--- src/rtl/mips_muldiv_unit.sv ---
// Iterative MIPS multiply/divide unit with HI/LO result registers.
// One result bit per cycle: shift-add multiply, restoring divide.
module mips_muldiv_unit #(
  parameter int WIDTH = 32
) (
  input  logic             clk,
  input  logic             reset,
  input  logic             start,
  input  logic [2:0]       op,
  input  logic [WIDTH-1:0] op_a,
  input  logic [WIDTH-1:0] op_b,
  input  logic             flush,
  output logic             busy,
  output logic             done,
  output logic [WIDTH-1:0] hi,
  output logic [WIDTH-1:0] lo
);

  localparam int CW = $clog2(WIDTH + 1);

  localparam logic [1:0] S_IDLE = 2'd0;
  localparam logic [1:0] S_RUN  = 2'd1;
  localparam logic [1:0] S_FIX  = 2'd2;

  logic [1:0]       r_state;
  logic [CW-1:0]    r_cnt;
  logic             r_done;
  logic [WIDTH-1:0] r_hi;
  logic [WIDTH-1:0] r_lo;
  logic [WIDTH-1:0] r_acc;
  logic [WIDTH-1:0] r_q;
  logic [WIDTH-1:0] r_m;
  logic [WIDTH-1:0] r_araw;
  logic             r_div;
  logic             r_negq;
  logic             r_negr;
  logic             r_dz;

  logic             w_sgn;
  logic [WIDTH-1:0] w_abs_a;
  logic [WIDTH-1:0] w_abs_b;
  logic [WIDTH:0]   w_sum;
  logic [WIDTH:0]   w_rsh;
  logic [WIDTH:0]   w_diff;
  logic [WIDTH-1:0] w_acc_n;
  logic [WIDTH-1:0] w_q_n;
  logic [2*WIDTH-1:0] w_prod;
  logic [WIDTH-1:0] w_fhi;
  logic [WIDTH-1:0] w_flo;

  assign busy = (r_state != S_IDLE);
  assign done = r_done;
  assign hi   = r_hi;
  assign lo   = r_lo;

  // Operand magnitudes for the signed ops; MIN_INT maps to 2^(WIDTH-1).
  assign w_sgn   = ~op[0];
  assign w_abs_a = (w_sgn && op_a[WIDTH-1]) ? -op_a : op_a;
  assign w_abs_b = (w_sgn && op_b[WIDTH-1]) ? -op_b : op_b;

  // One iteration of shift-add multiply or restoring divide.
  always_comb begin
    w_sum  = {1'b0, r_acc} + (r_q[0] ? {1'b0, r_m} : '0);
    w_rsh  = {r_acc, r_q[WIDTH-1]};
    w_diff = w_rsh - {1'b0, r_m};
    if (r_div) begin
      if (!w_diff[WIDTH]) begin
        w_acc_n = w_diff[WIDTH-1:0];
        w_q_n   = {r_q[WIDTH-2:0], 1'b1};
      end else begin
        w_acc_n = w_rsh[WIDTH-1:0];
        w_q_n   = {r_q[WIDTH-2:0], 1'b0};
      end
    end else begin
      w_acc_n = w_sum[WIDTH:1];
      w_q_n   = {w_sum[0], r_q[WIDTH-1:1]};
    end
  end

  // Sign correction and divide-by-zero override applied in FIX.
  always_comb begin
    w_prod = {r_acc, r_q};
    if (r_negq && !r_div) w_prod = -w_prod;
    if (!r_div) begin
      w_fhi = w_prod[2*WIDTH-1:WIDTH];
      w_flo = w_prod[WIDTH-1:0];
    end else if (r_dz) begin
      w_fhi = r_araw;
      w_flo = '1;
    end else begin
      w_fhi = r_negr ? -r_acc : r_acc;
      w_flo = r_negq ? -r_q : r_q;
    end
  end

  // Control FSM, iteration datapath and HI/LO registers.
  always_ff @(posedge clk or negedge reset) begin
    if (!reset) begin
      r_state <= S_IDLE;
      r_cnt   <= '0;
      r_done  <= 1'b0;
      r_hi    <= '0;
      r_lo    <= '0;
      r_acc   <= '0;
      r_q     <= '0;
      r_m     <= '0;
      r_araw  <= '0;
      r_div   <= 1'b0;
      r_negq  <= 1'b0;
      r_negr  <= 1'b0;
      r_dz    <= 1'b0;
    end else begin
      r_done <= 1'b0;
      case (r_state)
        S_IDLE: begin
          if (start) begin
            unique case (1'b1)
              !op[2]: begin
                r_div   <= op[1];
                r_acc   <= '0;
                r_q     <= w_abs_a;
                r_m     <= w_abs_b;
                r_araw  <= op_a;
                r_negq  <= w_sgn & (op_a[WIDTH-1] ^ op_b[WIDTH-1]);
                r_negr  <= w_sgn & op_a[WIDTH-1];
                r_dz    <= op[1] & (op_b == '0);
                r_cnt   <= CW'(WIDTH);
                r_state <= S_RUN;
              end
              (op == 3'b100): r_hi <= op_a;
              (op == 3'b101): r_lo <= op_a;
              default: ;
            endcase
          end
        end
        S_RUN: begin
          if (flush) begin
            r_state <= S_IDLE;
          end else begin
            r_acc <= w_acc_n;
            r_q   <= w_q_n;
            r_cnt <= r_cnt - 1'b1;
            if (r_cnt == CW'(1)) r_state <= S_FIX;
          end
        end
        S_FIX: begin
          r_state <= S_IDLE;
          if (!flush) begin
            r_hi   <= w_fhi;
            r_lo   <= w_flo;
            r_done <= 1'b1;
          end
        end
        default: r_state <= S_IDLE;
      endcase
    end
  end

endmodule

--- config.mk ---
export PLATFORM = sky130hd
export DESIGN_NAME = mips_muldiv_unit
export DESIGN_NICKNAME = d
export VERILOG_FILES = /design/src/rtl/mips_muldiv_unit.sv
export SDC_FILE = /design/constraint.sdc
export NUM_CORES = 1
export LEC_CHECK = 0
export CAP_MARGIN = 20
export CORE_MARGIN = 1.5
export CORE_UTILIZATION = 38
export CTS_CLUSTER_SIZE = 24
export DETAILED_ROUTE_END_ITERATION = 10
export PLACE_DENSITY_LB_ADDON = 0.1
export SYNTH_ARGS = -nofsm -noshare
export SYNTH_HDL_FRONTEND = slang
export SYNTH_SLANG_ARGS = --single-unit
--- constraint.sdc ---
create_clock -name clk -period 3.8 [get_ports clk]
set_clock_uncertainty 0.1 [all_clocks]
set_input_delay 0.38 -clock clk [delete_from_list [all_inputs] [get_ports clk]]
set_output_delay 0.38 -clock clk [all_outputs]
set_load 0.02 [all_outputs]
**Word-level counts from Yosys, hierarchy flattened**

Index checks and enable logic that the tools add are counted.

- Register bits: 205
- Logic and storage cells: 94

- Add/sub/neg operators: 8
- Eq/ne operators: 12
- Muxes and demuxes: 41
- Bitwise operators: 6
- Reduce and logical (&&, ||, !) cells: 14

Operator list:

| operator | count |
|---|---|
| 32-bit two-way mux | 24 |
| 32-bit one-hot mux with 2 select lines | 4 |
| 32-bit negator | 4 |
| 64-bit two-way mux | 1 |
| 64-bit negator | 1 |
| 32-bit by 32-bit adder with 33-bit output | 1 |
| 33-bit by 32-bit subtractor with 33-bit output | 1 |
| 32-bit logical NOT | 1 |
| 6-bit two-way mux | 3 |
| 2-bit != test, second input constant | 6 |
| 6-bit one-hot mux with 2 select lines | 1 |
| 4-bit AND reduction | 3 |
| 2-bit two-way mux | 4 |
| 3-bit == test, second input constant | 2 |
| 6-bit by 1-bit == test with 1-bit output, second input constant | 1 |
| 3-bit AND reduction | 2 |
| 2-bit nonzero test | 3 |
| 6-bit by 1-bit subtractor with 6-bit output, second input constant | 1 |
| 2-bit one-hot mux with 2 select lines | 1 |
| 1-bit bitwise AND | 3 |
| 1-bit logical AND | 3 |
| 1-bit two-way mux | 3 |
| 3-bit != test, second input constant | 1 |
| 2-bit by 1-bit == test with 1-bit output, second input constant | 1 |
| other kinds (5) | 6 |

**Longest topological paths before layout**

- Depth after elaboration: 6
- Mapped depth: 16

**Worst setup path after synthesis**

No wires, ideal clock.

- Kind: reg2reg
- Start point: register r_acc[20]
- End point: register r_hi[31] (netlist: hi[31])
- Data arrival time: 3266 ps
- Data required time: 3623 ps
- Path slack: 356 ps
- Stages on the path, launching flop included: 11
- Path buffers: 0
- Clock period less this slack: 3444 ps
- Cell sequence: dfrtp_1 -> or4_4 -> or4_4 -> or3_1 -> or2_1 -> or3_4 -> or4_4 -> o21ai_2 -> xnor2_1 -> o221ai_1 -> a21oi_1

- Longest elaborated chain between the ends: 6
- Elaborated cells between the ends (all ways): 8
- Classes of those cells: add/sub: 2; mux: 6

RTL lines:

| element | line | RTL |
|---|---|---|
| start: declaration | 30 | `logic [WIDTH-1:0] r_acc;` |
| start signal: assignment | 140 | `r_acc <= w_acc_n;` |
| 32-bit negator | 91 | `w_fhi = r_negr ? -r_acc : r_acc;` |
| 32-bit two-way mux | 91 |  |
| 32-bit two-way mux | 87 | `end else if (r_dz) begin` |
| 32-bit two-way mux * | 84 | `if (!r_div) begin` |
| 32-bit two-way mux * | 148 | `if (!flush) begin` |
| 32-bit one-hot mux with 2 select lines * | 114 | `case (r_state)` |
| end signal: assignment | 130 | `(op == 3'b100): r_hi <= op_a;` |
| end signal: assignment | 149 | `r_hi <= w_fhi;` |
| end: declaration | 28 | `logic [WIDTH-1:0] r_hi;` |

Mark *: on every way between the ends. The rest lies on a longest branch, timed or not. The select of a mux whose other input is x is not followed.
A chain may end at the register's enable or synchronous reset.

**Final worst setup path**

- Start point: register r_acc[0]
- End point: register r_hi[22] (netlist: hi[22])

The elaborated chain is that of the path after synthesis.

==> out/metrics.yaml <==
synth_cells: 2137
vias_per_cell: 5.72
clock_latency_ns: 0.56
seq_power_share_pct: 23.8
tightest_slew_ns: 0.844
hold_viol_final: 0
relSlewSlack_pct: 43.6
powerDensity_nw_per_um2: 793
grtUsageMet2_pct: 43.5
ys_types: 68
cts_max_path_buffers: 3
crit_path_max_fanout: 5
antenna_found_initial: 0
drt_iter0_drc: 1334
post_cts_buffers: 0
final_area_sq_um: 19800
multi_input_area_sq_um: 10400
ios: 137
coreArea_sq_um: 42100
crit_chain: "inv_1 > ha_1 > or3b_1 > or3_1 > or3_1 > or4_1 > or4_1 > nand2_1 > xor2_1 > o211ai_1 > o211ai_1 > a21oi_1"
holdCritPathClass: "in -> async"
report.final.setup_viol: 0
cts_tree: "done"
ant_nets: 0
cts_inserted_buffers: 26
top_usage_layer: "met2"
swShare_pct: 46.0
ys_seq_area_share_pct: 31.5
rsz0062_at_grt: "no"
worstPathArrival_ns: 3.99
syn_nets: 2280
worst_path_largest_cell_delay_ns: 0.53
cp-startpoint: "r_acc[0]"
crit_type: "reg -> reg"
synth_flop_cell: "dfrtp_1"
crit_path_start_kind: "register"
h-tree-depth: 1
gr-total-overflow: 0
grt_pass1_wl_um: 93300
fp.dieH_um: 210
syn2layout_area_growth_pct: 21.4
cts_sinks: 205
antenna_cells: 0
timing.rr.start: "r_acc[0]"
seqCellArea_sq_um: 5130
drcViolationCount: 0
fp.dieW_um: 210
fin_nets: 2422
use_met3_pct: 3.75
vias: 16200
comb_power_share_pct: 58.6
clk_pin_slew_worst_paths_ns: 0.06
routed_wl_um: 60400
grt_pass1_vias: 15700
fillerInstances: 4261
async_reset_ff_share_pct: 100
final_core_util_pct: 46.9
fin_crit_ns: 3.64
gp_congestion: 0.915
yosys_warnings: 0
final_common_cell: "nand2_1"
period_share_pct: 95.9
power_switching_uw: 7210
dieArea_sq_um: 44100
cts_root_buf: "clkbuf_16"
start_util_pct: 38.7
cp-end-kind: "register"
grt_use_met1_pct: 37.1
synth.avg_cell_area_sq_um: 7.62
p_leak_uw: 0.00860
dp_hpwl_um: 45700
track_usage_pct: 27.2
worstPathRequired_ns: 4.14
intPower_uw: 8470
synth.cell_area_sq_um: 16300
report.final.slew_viol_count: 0
firstDrtPassIters: 6
rows: 75
final.setup.tns_ns: 0
peakVddDrop_mv: 0.410
crit_slowest_cell: "or4_1"
grt_start_max_net_pins: 72
drive_above_1_share_pct: 8.70
placed_cell_area_sq_um: 18800
synth-edff-count: 0
fmax_mhz: 274
status: "completed"
pwr-share-clk_pct: 17.6
wl_per_cell_um: 21.3
portBuffers: 136
synth_seq_cells: 205
final_cell_mix: "nand2_1, o21ai_0, dfrtp_1, a21oi_1, nor2_1"
drv_cap: 0
==> cell families after synthesis <==
family,after synthesis,synth area share [%]
AOI/OAI and AO/OA,673,24.5
xor gates and xnor gates,175,9.41
adders and majority gates,72,5.62
buffers and inverters,214,4.97
DFF,205,31.5
muxes,62,3.85
and+or+nand+nor,736,20.2
==> cell type report <==
class | instances | area share, %
Multi-Input combinational cell | 1718 | 52.6
Tap cell | 539 | 3.41
Clock buffer | 34 | 3.59
Timing Repair Buffer | 256 | 11.9
Clock inverter | 14 | 1.18
Sequential cell | 205 | 26.0
Inverter | 72 | 1.37
==> Yosys cell counts (all sizes together) (4+ instances only) <==
library cell / n / share of area [%]
nand2b: 21 / 0.81
o211ai: 26 / 1.2
a21oi: 158 / 4.9
or3: 28 / 1.1
inv: 72 / 1.7
o2111ai: 4 / 0.22
o21a: 6 / 0.28
a21o: 25 / 1.2
ha: 70 / 5.4
nand3: 38 / 1.2
a221o: 5 / 0.31
or2: 12 / 0.46
and2: 4 / 0.15
nand2: 366 / 8.4
nand4: 11 / 0.42
a22oi: 20 / 0.92
and3: 11 / 0.42
nor2b: 14 / 0.54
buf: 17 / 0.42
xor2: 66 / 3.5
o41ai: 9 / 0.48
a221oi: 7 / 0.38
mux2: 5 / 0.35
nor2: 154 / 3.5
xnor2: 109 / 5.9
a31oi: 11 / 0.42
o221ai: 5 / 0.27
nor4: 13 / 0.54
dfrtp: 205 / 31
o21ai: 277 / 8.6
o311ai: 4 / 0.22
a211oi: 16 / 0.74
nor3: 32 / 0.98
o22ai: 43 / 1.7
mux2i: 57 / 3.5
o21bai: 13 / 0.60
clkbuf: 125 / 2.9
o31ai: 22 / 1.0
or4: 21 / 1.0
==> power by group through the flow <==
stage	Sequential (uW)	Clock [uW]	Combinational [uW]
detailed placement	3750	0	9040
CTS	3710	2820	9090
finish	3730	2760	9190
global route	3830	2890	10100
global placement	3730	0	8970
floorplan	3800	0	5800
==> worst max-delay path, delay by kind of cell, from the launching register on <==
kind | cells | cell delay [ns]
adders and majority gates | 1 | 0.22
DFF | 1 | 0.43
and+or+nand+nor | 6 | 2.26
xor gates and xnor gates | 1 | 0.16
buffers and inverters | 1 | 0.10
AOI/OAI and AO/OA | 3 | 0.27
==> metrics by stage <==
stage | worst slack (ns) | total power [uW] | hold WS (ns) | cells
finish | 0.156 | 15700 | 0.276 | 2838
global route | 0.000519 | 16800 | 0.326 | 2838
CTS | 0.177 | 15600 | 0.300 | 2838
detailed placement | 0.118 | 12800 | 0.300 | 2789
global placement | 0.133 | 12700 | 0.302 | 2789
floorplan | 0.356 | 9600 | -0.0156 | 2137
==> registers in the layout, summed over array words and instances (netlist names) <==
name     count
r_araw      32
r_q         32
lo          32
r_div        1
hi          32
r_negq       1
r_acc       32
done         1
r_m         32
r_cnt        6
r_state      2
r_negr       1
r_dz         1
==> layer usage <==
| layer | vias to the layer above | wire length [um] |
|---|---|---|
| met2 | 613 | 26800 |
| met1 | 7661 | 27100 |
| met5 | - | 0 |
| met3 | 108 | 3890 |
| met4 | 0 | 2580 |
| li1 | 7842 | - |
==> final timing paths <==
check / slack [ns] / depth (start not counted) / endpoint
setup / recovery: 0.16 / 12 / hi[22]
hold / removal: 0.28 / 2 / lo[13]
setup reg to reg: 0.16 / 12 / hi[22]
hold reg to reg: 0.37 / 2 / r_araw[28]
max in group asynchronous: 2.48 / 3 / hi[25]
min in group clk: 0.37 / 2 / r_araw[28]
==> timing repair <==
item,CTS,global route
setup endpoints to repair,0,4
hold buffers,1,0
resized for setup,0,4
hold endpoints to repair,69,0
Power figures use the tool's default switching activity.
